<file path="src/rtl/expu_res_collector.sv">
// -----------------------------------------------------------------------------
// expu_res_collector_pkg
//   Minimal floating-point format description for the collector. The format
//   encoding and widths follow the fpnew convention, so the FPFORMAT parameter
//   can be passed straight through from an fpnew-based exp unit.
// -----------------------------------------------------------------------------
package expu_res_collector_pkg;

    typedef enum logic [2:0] {
        FP32    = 3'd0,
        FP64    = 3'd1,
        FP16    = 3'd2,
        FP8     = 3'd3,
        FP16ALT = 3'd4
    } fp_format_e;

    function automatic int unsigned fp_width(input fp_format_e fmt);
        case (fmt)
            FP32:    return 32;
            FP64:    return 64;
            FP16:    return 16;
            FP8:     return 8;
            FP16ALT: return 16;
            default: return 16;
        endcase
    endfunction

endpackage

// -----------------------------------------------------------------------------
// expu_res_collector
//   Receive side of the exponential-unit datapath. Results leaving the exp
//   row pipeline (LATENCY stages, advancing only on an accepted issue) are
//   re-associated with the row strobes of the beat they belong to, stored in a
//   fall-through result FIFO and handed downstream over valid/ready.
//
//   Because the exp pipeline only moves when a new beat is accepted, it cannot
//   be stalled at its output. Every non-bubble beat therefore reserves a FIFO
//   slot (a credit) at issue time; the credit comes back when the beat is
//   popped. Bubbles (all-zero strobe) take no credit and are never stored;
//   they exist only to push earlier items out of the pipeline.
//
// Ports
//   clk_i          clock
//   rst_ni         synchronous active-low reset
//   clear_i        synchronous clear, same effect as reset, highest priority
//   issue_valid_i  issuer presents a beat to the exp unit
//   issue_strb_i   row strobes of the issued beat (0 = bubble)
//   issue_ready_o  beat accepted; also drives the exp unit ready_i
//   exp_res_i      exp unit res_o (result of the item in its last stage)
//   valid_o        a result beat is available at the FIFO head
//   ready_i        downstream accepts the head beat
//   res_o          head beat results (0 when empty)
//   strb_o         head beat row strobes (0 when empty)
// -----------------------------------------------------------------------------
module expu_res_collector
    import expu_res_collector_pkg::*;
#(
    parameter fp_format_e  FPFORMAT = FP16ALT,
    parameter int unsigned N_ROWS   = 1,
    parameter int unsigned LATENCY  = 0,
    parameter int unsigned DEPTH    = 4,
    localparam int unsigned WIDTH   = fp_width(FPFORMAT)
) (
    input  logic                    clk_i,
    input  logic                    rst_ni,
    input  logic                    clear_i,
    input  logic                    issue_valid_i,
    input  logic [N_ROWS-1:0]       issue_strb_i,
    output logic                    issue_ready_o,
    input  logic [N_ROWS*WIDTH-1:0] exp_res_i,
    output logic                    valid_o,
    input  logic                    ready_i,
    output logic [N_ROWS*WIDTH-1:0] res_o,
    output logic [N_ROWS-1:0]       strb_o
);

    localparam int unsigned DW = N_ROWS * WIDTH;
    localparam int unsigned CW = $clog2(DEPTH + 1);
    localparam int unsigned PW = (DEPTH > 1) ? $clog2(DEPTH) : 1;
    // Tag array length; kept at 1 when LATENCY == 0 so the array is never empty.
    localparam int unsigned TL = (LATENCY > 0) ? LATENCY : 1;

    // An in-flight item's bookkeeping: does it own a credit, and its strobes.
    typedef struct packed {
        logic              valid;
        logic [N_ROWS-1:0] strb;
    } tag_t;

    typedef struct packed {
        logic [N_ROWS-1:0] strb;
        logic [DW-1:0]     data;
    } entry_t;

    // A FIFO shallower than the pipeline would let credits run out while
    // every credit-holding item is still stuck inside the pipeline.
    if (DEPTH < LATENCY + 1) begin : g_depth_check
        $error("expu_res_collector: DEPTH must be at least LATENCY+1");
    end

    // -------------------------------------------------------------------------
    // State
    // -------------------------------------------------------------------------
    logic [CW-1:0] credits_q, credits_d;
    logic [CW-1:0] count_q,   count_d;
    logic [PW-1:0] wr_ptr_q,  wr_ptr_d;
    logic [PW-1:0] rd_ptr_q,  rd_ptr_d;
    logic          wr_pending_q, wr_pending_d;
    tag_t          tags_q [TL];
    tag_t          tags_d [TL];
    entry_t        mem_q  [DEPTH];

    // -------------------------------------------------------------------------
    // Handshakes
    // -------------------------------------------------------------------------
    logic   issue_fire;
    logic   take;
    logic   pop;
    logic   wr_en;
    entry_t wr_entry;
    tag_t   new_tag;

    // Depends on the credit register only, so no path from issue_valid_i or
    // ready_i reaches issue_ready_o.
    assign issue_ready_o = (credits_q != '0);
    assign issue_fire    = issue_valid_i & issue_ready_o;
    assign take          = issue_fire & (|issue_strb_i);

    assign valid_o = (count_q != '0);
    assign pop     = valid_o & ready_i;

    assign new_tag.valid = |issue_strb_i;
    assign new_tag.strb  = issue_strb_i;

    // -------------------------------------------------------------------------
    // Tag shift register mirroring the exp pipeline stages
    // -------------------------------------------------------------------------
    // NOTE: every signal assigned in an always_comb gets a default at the top
    // of the block, so no path leaves it unassigned and no latch is inferred.
    always_comb begin
        tags_d       = tags_q;
        wr_pending_d = 1'b0;
        if (LATENCY > 0 && issue_fire) begin
            tags_d[0] = new_tag;
            for (int i = 1; i < TL; i++) begin
                tags_d[i] = tags_q[i-1];
            end
            // The last pipeline stage loads on this same edge; its result is
            // on exp_res_i during the following cycle.
            wr_pending_d = tags_d[TL-1].valid;
        end
    end

    // With no pipeline registers the exp result is combinational, so the item
    // is written in its own issue cycle. Otherwise it is written the cycle
    // after it reaches the last stage.
    assign wr_en         = (LATENCY == 0) ? take : wr_pending_q;
    assign wr_entry.strb = (LATENCY == 0) ? issue_strb_i : tags_q[TL-1].strb;
    assign wr_entry.data = exp_res_i;

    // -------------------------------------------------------------------------
    // Credit, occupancy and pointer next-state
    // -------------------------------------------------------------------------
    function automatic logic [PW-1:0] ptr_inc(input logic [PW-1:0] ptr);
        return (ptr == PW'(DEPTH - 1)) ? '0 : ptr + PW'(1);
    endfunction

    always_comb begin
        credits_d = credits_q;
        case ({take, pop})
            2'b10:   credits_d = credits_q - CW'(1);
            2'b01:   credits_d = credits_q + CW'(1);
            default: credits_d = credits_q;
        endcase
    end

    always_comb begin
        count_d = count_q;
        case ({wr_en, pop})
            2'b10:   count_d = count_q + CW'(1);
            2'b01:   count_d = count_q - CW'(1);
            default: count_d = count_q;
        endcase
    end

    assign wr_ptr_d = wr_en ? ptr_inc(wr_ptr_q) : wr_ptr_q;
    assign rd_ptr_d = pop   ? ptr_inc(rd_ptr_q) : rd_ptr_q;

    // -------------------------------------------------------------------------
    // Control registers
    // -------------------------------------------------------------------------
    // NOTE: state is updated with non-blocking assignments so every register
    // samples the pre-edge values, independent of statement order.
    always_ff @(posedge clk_i) begin
        if (!rst_ni || clear_i) begin
            credits_q    <= CW'(DEPTH);
            count_q      <= '0;
            wr_ptr_q     <= '0;
            rd_ptr_q     <= '0;
            wr_pending_q <= 1'b0;
            for (int i = 0; i < TL; i++) begin
                tags_q[i] <= '0;
            end
        end else begin
            credits_q    <= credits_d;
            count_q      <= count_d;
            wr_ptr_q     <= wr_ptr_d;
            rd_ptr_q     <= rd_ptr_d;
            wr_pending_q <= wr_pending_d;
            tags_q       <= tags_d;
        end
    end

    // -------------------------------------------------------------------------
    // FIFO storage
    // -------------------------------------------------------------------------
    // NOTE: the storage array has no reset; an entry is only ever read after
    // it has been written, since valid_o is derived from the reset counter.
    always_ff @(posedge clk_i) begin
        if (wr_en) begin
            mem_q[wr_ptr_q] <= wr_entry;
        end
    end

    // Fall-through head; outputs are forced to zero while empty.
    assign res_o  = valid_o ? mem_q[rd_ptr_q].data : '0;
    assign strb_o = valid_o ? mem_q[rd_ptr_q].strb : '0;

    // -------------------------------------------------------------------------
    // Protocol checks
    // -------------------------------------------------------------------------
    a_credit_max : assert property (@(posedge clk_i) disable iff (!rst_ni || clear_i)
        credits_q <= CW'(DEPTH))
        else $error("expu_res_collector: credits exceed DEPTH");

    a_credit_underflow : assert property (@(posedge clk_i) disable iff (!rst_ni || clear_i)
        (take && !pop) |-> (credits_q != '0))
        else $error("expu_res_collector: credit underflow");

    a_credit_overflow : assert property (@(posedge clk_i) disable iff (!rst_ni || clear_i)
        (pop && !take) |-> (credits_q != CW'(DEPTH)))
        else $error("expu_res_collector: credit overflow");

    a_write_full : assert property (@(posedge clk_i) disable iff (!rst_ni || clear_i)
        wr_en |-> ((count_q != CW'(DEPTH)) || pop))
        else $error("expu_res_collector: write into full FIFO");

endmodule

</file>
<file path="config.mk">
export PLATFORM = sky130hd
export DESIGN_NAME = expu_res_collector
export DESIGN_NICKNAME = d
export VERILOG_FILES = /design/src/rtl/expu_res_collector.sv
export SDC_FILE = /design/constraint.sdc
export NUM_CORES = 1
export LEC_CHECK = 0
export ABC_AREA = 1
export ABC_CLOCK_PERIOD_IN_PS = 2450
export CAP_MARGIN = 20
export CORE_UTILIZATION = 45
export DETAILED_ROUTE_END_ITERATION = 10
export PLACE_DENSITY = 0.72
export RECOVER_POWER = 100
export SYNTH_ARGS = -nofsm -noshare
export SYNTH_HDL_FRONTEND = slang
export SYNTH_SLANG_ARGS = --single-unit
</file>
<file path="constraint.sdc">
create_clock -name clk_i -period 2.45 [get_ports clk_i]
set_clock_uncertainty 0.05 [all_clocks]
set_input_delay 0.735 -clock clk_i [delete_from_list [all_inputs] [get_ports clk_i]]
set_output_delay 0.735 -clock clk_i [all_outputs]
set_load 0.02 [all_outputs]
</file>
==> impl_metrics.tcl, run 1 <==
set metrics [dict create \
    syn_nets 339 \
    final_common_cell "nand2_1" \
    nFillCells 596 \
    ant_nets 0 \
    worstRegToRegCells 10 \
    diodes 0 \
    cp_slowest_stage_delay_ns 0.61 \
    synth_edf_count 68 \
    ys_types 24 \
    finalCriticalPeriod_ns 2.379 \
    drt-total-wl_mm 6.367 \
    cp_cell_sequence "nor2_1 > nand2_2 > buf_4 > clkdlybuf4s50_1" \
    most-common-layout-cells "nand2_1, edfxtp_1, nor2_1" \
    cp-end-kind "primary output" \
    cts_setup_buffers 0 \
    cts_buffer_depth 2 \
    min_path_cells 2 \
    grt_usage_pct 17.61 \
    placed_cells 460 \
    ys_ff_latch 80 \
    p_comb_share_pct 10.8 \
    clock-sinks 80 \
    cpMaxStageDelayCell "clkdlybuf4s50_1" \
    netlist_area_sq_mm 0.003461 \
    clock_latency_ns 0.34 \
    finalSetupViolations 0 \
    grt_pass1_wl_mm 10.21 \
    cts.reportedPaths.clkPinSlew_ns 0.07 \
    final_nets 402 \
    cts_tree "built" \
    hold_viol 0 \
    ys_async_sr_fraction_pct 0 \
    netlist_instances 309 \
    rsz0062_at_grt "false" \
    top_level_ports 41 \
    num_vias 2275 \
    seqPwrFrac_pct 57.7 \
    drt-wirelength-per-cell_um 13.38 \
    yosysTopAreaCell "edfxtp_1" \
    min_path_type "reg -> reg" \
    drive_gt1_share_pct 18.04 \
    num_rows 31 \
    crit-reg2reg-launch "count_q[2]" \
    fin_area_sq_mm 0.004131 \
    avgSynthCellArea_sq_um 11.20 \
    avgViaCountPerCell 4.779 \
    synth_top_area_share_pct 59.00 \
    power.density_mw_per_mm2 636.6 \
    cts_made_buffers 9 \
    hp-start "credits_q[2]" \
    vdd_ir_drop_max_v 0.0003160 \
    min_to "credits_q[2]" \
    crit_arrival_ns 1.59 \
    dieArea_sq_mm 0.008045 \
    internal_power_uw 1985 \
    clockPowerShare_pct 31.5 \
    antenna_found_initial 0 \
    start_util_pct 47.21 \
    worst_pin_slew_ns 0.6505 \
    max_freq_mhz 420.4 \
    dr.first_iter.drc_count 137 \
    ys_warn_count 0 \
    dp_hpwl_mm 4.081 \
    slew_violations 0 \
    cts_root_buf "clkbuf_8" \
    start_kind "flip-flop" \
    dpl_cell_area_sq_mm 0.004094 \
    grt_overflow 0 \
    yosysSeqAreaShare_pct 65.94 \
    globalplace.congestion 0.7380 \
    portBuffers 40 \
    status "finished clean" \
    first_pass_iters 4 \
    synthFlopType "edfxtp_1" \
    p_switching_uw 645.0 \
    grt_max_degree 33 \
    crit_required_ns 1.66 \
    slew_headroom_pct 56.48 \
    ff2ff_setup_slack_ns 0.52 \
    worst_r2r_endpoint "credits_q[1]" \
    ys_top_cells_by_area "edfxtp_1, nand2_1, dfxtp_1" \
    cts.htree.levels 3 \
    grt_pass1_vias 2203 \
    final_cells 476 \
    area_delta_synth_final_pct 19.38 \
    worstSetupPathType "reg -> out" \
    p_sw_share_pct 24.52 \
    drc 0 \
    cp_max_fo 4 \
    core_area_sq_mm 0.007331 \
    drv_cap 0 \
    p_leak_uw 0.001631 \
    fp.dieH_um 89.70 \
    floorplan.die.width_um 89.70 \
    final.period_utilization_pct 97.09 \
]
## cells by family after synthesis
group | share of synthesized area [%]
AND/OR/NAND/NOR | 16.99
flip-flops | 65.94
AO/OA/AOI/OAI | 6.580
buffers and inverters | 6.905
adder cells (fa/ha/maj) | 3.326
XOR/XNOR | 0.2531
## power groups by stage
stage	sequential [uW]	combinational, uW	clock (uW)
after detailed placement	1550	317	0
final	1520	283	829
after global placement	1550	309	0
after floorplan	1550	167	0
after global routing	1520	314	900
after CTS	1520	307	849
## Yosys cell counts (3+ instances only)
library cell  number
buf_6              5
o21ai_1           13
edfxtp_1          68
nand2_1           78
nand2_2            9
a21oi_1           15
a21oi_2            6
o21ai_0            7
buf_12             3
inv_1             19
nand3_1            4
nor2_1            50
dfxtp_1           12
ha_1               6
## how the worst max path moves through the flow
stage,start,end,cells past startpoint,slack (ns)
6_report,count_q[2],valid_o,4,0.07
5_1_grt,flip-flop,res_o[3],7,0.0005
4_1_cts,flip-flop,res_o[15],7,0.00002
3_5_place_dp,issue_strb_i,credits_q[1],9,-0.08
3_3_place_gp,issue_strb_i,credits_q[1],9,-0.05
2_1_floorplan,issue_strb_i,mem_q[0][0],4,0.26
## state kept, by name, indices dropped and copies added (netlist names), named ones only
signal     cells
count_q        3
credits_q      3
mem_q         68
rd_ptr_q       2
wr_ptr_q       2
## routing by layer
| metal | vias up | GRT usage [%] | wire, um | part of all wire (%) |
|---|---|---|---|---|
| met1 | 1059 | 20.36 | 2783 | 44 |
| met5 | - | 0 | 0 | 0 |
| li1 | 1153 | - | - | - |
| met4 | 0 | 8.514 | 125 | 2.0 |
| met3 | 13 | 4.570 | 236 | 3.7 |
| met2 | 50 | 30.51 | 3222 | 51 |
## per-stage QoR
stage                     util, %  power (uW)  hold WS [ns]  setup WS [ns]  TNS (ns)
final                       56.36        2630        0.4146        0.07118         0
after global routing        56.36        2734        0.4411      0.0005466         0
after CTS                   57.86        2673        0.4175     0.00002465         0
after detailed placement    55.85        1865        0.3989       -0.08406   -0.2145
after floorplan                 -        1713        0.3789         0.2599         0
after global placement      55.85        1856        0.3925       -0.04800  -0.04800
## final cells by class
cell class                      count  area [sq um]  share of cell area (%)
Sequential cell                    80          2282                   55.24
Multi-Input combinational cell    196         948.4                   22.96
Timing Repair Buffer               63         518.0                   12.54
Clock buffer                       11         131.4                   3.180
Tap cell                           99         123.9                   2.998
Inverter                           22         95.09                   2.302
Clock inverter                      5         32.53                  0.7874
## worst max-delay path, delay by kind of cell, from the launching register on
kind	cells	cell delay, ns
buffers and inverters	2	0.73
DFF	1	0.37
and+or+nand+nor	2	0.15
## timing repair
item | 4_1_cts | 5_1_grt
hold buffers | 0 | 0
cloned | 0 | 0
endpoints found under the setup margin | 17 | 13
gates resized for setup | 48 | 17
(Power assumes the default switching activity.)
==> run 2, diff against run 1 <==
DONT_BUFFER_PORTS = 1   (was unset)
PLACE_DENSITY = 0.66   (was 0.72)
==> impl_metrics.tcl, run 2 (synthesis results as in run 1) <==
set metrics [dict create \
    status "finished clean" \
    cts_made_buffers 9 \
    top_regs "mem_q x68, count_q x3, credits_q x3" \
    cts_tree "built" \
    diodes 0 \
    cts_root_buf "clkbuf_8" \
    globalplace.congestion 0.8381 \
    final_common_cell "nand2_1" \
    slew_headroom_pct 45.03 \
    cp-end-kind "primary output" \
    portBuffers 0 \
    dpl_cell_area_sq_mm 0.003631 \
    cts.reportedPaths.clkPinSlew_ns 0.07 \
    cts_buffer_depth 2 \
    final_cells 432 \
    clock-sinks 80 \
    crit_required_ns 1.66 \
    grt_pass1_vias 1846 \
    num_vias 2066 \
    power.density_mw_per_mm2 676.4 \
    drv_cap 0 \
    rsz0062_at_grt "false" \
    most-common-layout-cells "nand2_1, edfxtp_1, nor2_1" \
    largest_reg_flops 68 \
    final.period_utilization_pct 96.87 \
    antenna_found_initial 0 \
    num_rows 31 \
    ant_nets 0 \
    grt_max_degree 35 \
    drive_gt1_share_pct 14.41 \
    max_freq_mhz 421.3 \
    area_delta_synth_final_pct 8.496 \
    grt_pass1_wl_mm 9.301 \
    p_leak_uw 0.001464 \
    fp.dieH_um 89.70 \
    regMostFlops "mem_q" \
    slew_violations 0 \
    crit_arrival_ns 1.59 \
    first_pass_iters 4 \
    start_kind "flip-flop" \
    clock_latency_ns 0.33 \
    finalSetupViolations 0 \
    drt-wirelength-per-cell_um 14.10 \
    vdd_ir_drop_max_v 0.0003371 \
    avgViaCountPerCell 4.782 \
    finalSetupTns_ns 0 \
    min_path_type "reg -> reg" \
    holdBufCountCts 0 \
    floorplan.die.width_um 89.70 \
    dr.first_iter.drc_count 127 \
    dp_slack_ns 0.3400 \
    worstSetupPathType "reg -> out" \
    cts_setup_buffers 0 \
    worst_slack_ns 0.07663 \
    worst_pin_slew_ns 0.8232 \
    top_level_ports 41 \
    fin_area_sq_mm 0.003755 \
    hold_viol 0 \
    drc 0 \
    grt_overflow 0 \
    grt_usage_pct 16.28 \
    dp_hpwl_mm 3.580 \
    final_nets 358 \
    placed_cells 415 \
    dieArea_sq_mm 0.008045 \
    finalCriticalPeriod_ns 2.373 \
    core_area_sq_mm 0.007331 \
    cts.htree.levels 3 \
    cp_max_fo 34 \
    start_util_pct 47.21 \
    drt-total-wl_mm 6.092 \
]
run 2: worst paths after layout:
path	startpoint	end	slack, ns	cells past startpoint
worst min register to register	credits_q[2]	credits_q[2]	0.42	2
worst min-delay path	credits_q[2]	credits_q[2]	0.42	2
worst max-delay path	flip-flop	res_o[3]	0.08	7
worst max register to register	credits_q[0]	mem_q[3][11]	0.32	6
run 2: where the power goes:
group | switching [uW] | internal, uW | total, uW
combinational | 146 | 61.9 | 208
sequential | 11.9 | 1510 | 1520
clock | 416 | 397 | 813
run 2: per-layer routing:
metal,GRT usage (%),vias up,share of wire [%]
met5,0,-,0
met3,5.210,2,8.2
met4,8.369,0,0.57
met2,25.90,51,48
met1,20.01,950,43
li1,-,1063,-
run 2: area by class of cell:
cell class | instances | area, sq um
inverters | 22 | 100.1
well taps | 99 | 123.9
clock buffers | 15 | 156.4
flip-flops and latches | 80 | 2283
clock inverters | 1 | 5.005
repair buffers | 19 | 142.6
multi-input cells | 196 | 943.4
fillers | 627 | 3576
run 2: timing repair:
action / 4_1_cts / 5_1_grt
endpoints found under the setup margin: 2 / 14
resized for setup: 2 / 4
cloned: 0 / 1
run 2: worst max-delay path: stages (launching register included):
cell and delay [ns]:
dfxtp_2 0.36, buf_8 0.18, inv_12 0.16, nand2_2 0.06, nand2_1 0.06, nand2_1 0.07, a21oi_2 0.19, buf_4 0.16
run 2: per-stage QoR:
| stage | power [uW] | hold WS, ns | utilization (%) |
|---|---|---|---|
| final | 2540 | 0.4194 | 51.22 |
| after global routing | 2655 | 0.4053 | 51.22 |
| after CTS | 2571 | 0.4066 | 51.83 |
| after detailed placement | 1765 | 0.3970 | 49.53 |
| after global placement | 1760 | 0.3918 | 49.53 |
| after floorplan | 1713 | 0.3789 | - |
==> run 3, diff against run 2 <==
CTS_BUF_LIST = sky130_fd_sc_hd__clkbuf_4   (was unset)
==> impl_metrics.tcl, run 3 (synthesis results as in run 1) <==
set metrics [dict create \
    status "finished clean" \
    antenna_found_initial 0 \
    cts_made_buffers 9 \
    grt_pass1_wl_mm 9.294 \
    finalSetupTns_ns 0 \
    crit-reg2reg-launch "credits_q[0]" \
    rsz0062_at_grt "true" \
    drive_gt1_share_pct 17.07 \
    top_level_ports 41 \
    cts_tree "built" \
    max_freq_mhz 425.5 \
    cts.reportedPaths.clkPinSlew_ns 0.12 \
    grt_overflow 0 \
    nFillCells 629 \
    slew_violations 0 \
    final.period_utilization_pct 95.93 \
    num_vias 2106 \
    power.density_mw_per_mm2 633.6 \
    ant_nets 0 \
    drt-total-wl_mm 6.197 \
    drv_cap 0 \
    regMostFlops "mem_q" \
    drt-wirelength-per-cell_um 14.31 \
    min_path_cells 1 \
    clock_latency_ns 0.40 \
    start_util_pct 47.21 \
    diodes 0 \
    dr.first_iter.drc_count 115 \
    cp_max_fo 34 \
    cts.htree.levels 3 \
    worst_r2r_endpoint "mem_q[3][10]" \
    fp.dieH_um 89.70 \
    min_to "credits_q[0]" \
    multi_input_area_sq_um 977.2 \
    grt_usage_pct 16.26 \
    cts_root_buf "clkbuf_4" \
    postLayoutCoreUtil_pct 51.99 \
    dieArea_sq_mm 0.008045 \
    worst_pin_slew_ns 0.8678 \
    cts_setup_buffers 0 \
    first_pass_iters 4 \
    final_nets 359 \
    ff2ff_setup_slack_ns 0.27 \
    ff_latch_area_sq_mm 0.002286 \
    fin_total_pwr_uw 2415 \
    area_delta_synth_final_pct 10.12 \
    finalSetupViolations 0 \
    p_leak_uw 0.001478 \
    clock-sinks 80 \
    floorplan.die.width_um 89.70 \
    crit_required_ns 1.66 \
    cts_buffer_depth 2 \
    min_path_type "in -> reg" \
    worstSetupPathType "reg -> out" \
    globalplace.congestion 0.8381 \
    hold_viol 0 \
    slew_headroom_pct 42.05 \
    grt_max_degree 35 \
    most-common-layout-cells "nand2_1, edfxtp_1, nor2_1" \
    avgViaCountPerCell 4.864 \
    crit_arrival_ns 1.57 \
    final_common_cell "nand2_1" \
    hp-start "clear_i" \
    start_kind "flip-flop" \
    dp_hpwl_mm 3.580 \
    dpl_cell_area_sq_mm 0.003631 \
    fin_area_sq_mm 0.003811 \
    drc 0 \
    vdd_ir_drop_max_v 0.0002785 \
    grt_pass1_vias 1823 \
    largest_reg_flops 68 \
    portBuffers 0 \
    core_area_sq_mm 0.007331 \
    finalCriticalPeriod_ns 2.350 \
    cp-end-kind "primary output" \
    worstRegToRegCells 6 \
    num_rows 31 \
    top_regs "mem_q x68, count_q x3, credits_q x3" \
]
==> run 3: changes by cell type in the layout (fill, tap and decap cells not counted), sizes merged <==
cell,change
buf,+3
clkinv,+1
clkbuf,-3
==> run 3: worst max path at each step <==
stage	startpoint	to	slack (ns)	depth (start not counted)
global placement	count_q[2]	res_o[3]	0.38	5
floorplan	issue_strb_i	mem_q[0][0]	0.26	4
CTS	flip-flop	res_o[12]	0.0002	6
global route	flip-flop	res_o[8]	-0.01	6
detailed placement	issue_strb_i	credits_q[2]	0.34	10
finish	flip-flop	res_o[3]	0.1	7
==> run 3: metrics by stage <==
stage	setup slack [ns]	instances	hold slack, ns
final	0.09977	433	0.3443
after CTS	0.0002237	431	0.3243
after global placement	0.3828	415	0.3918
after floorplan	0.2599	309	0.3789
after detailed placement	0.3400	415	0.3970
after global routing	-0.01421	433	0.3176
==> run 3: layout make-up <==
cell class	count	area share, %
Clock buffer	14	2.758
Clock inverter	2	0.2298
Inverter	22	3.119
Multi-Input combinational cell	196	25.64
Sequential cell	80	59.98
Tap cell	99	3.250
Timing Repair Buffer	20	5.023
==> run 3: what timing repair did <==
item / CTS / global route
hold buffers: 0 / 0
pin swaps: 0 / 2
setup endpoints to repair: 17 / 17
gates cloned: 0 / 2
gates resized for setup: 6 / 12
==> run 3: report_power, final <==
| group | switching, uW | internal (uW) | total [uW] |
|---|---|---|---|
| clock | 404 | 264 | 668 |
| combinational | 156 | 72.7 | 229 |
| sequential | 12.3 | 1510 | 1520 |
==> run 3: worst max-delay path, cell delays in order (launching register included) <==
cell and delay, ns:
dfxtp_4 0.40, buf_12 0.16, clkinv_16 0.10, nand2_2 0.05, nand2_1 0.05, nand2_1 0.06
a21oi_2 0.18, buf_6 0.14
==> run 3: layer usage <==
| layer | GRT usage [%] | routed length [um] | up-vias |
|---|---|---|---|
| li1 | - | - | 1068 |
| met1 | 20.32 | 2653 | 978 |
| met2 | 25.90 | 2995 | 50 |
| met3 | 4.936 | 446 | 10 |
| met4 | 7.937 | 102 | 0 |
| met5 | 0 | 0 | - |
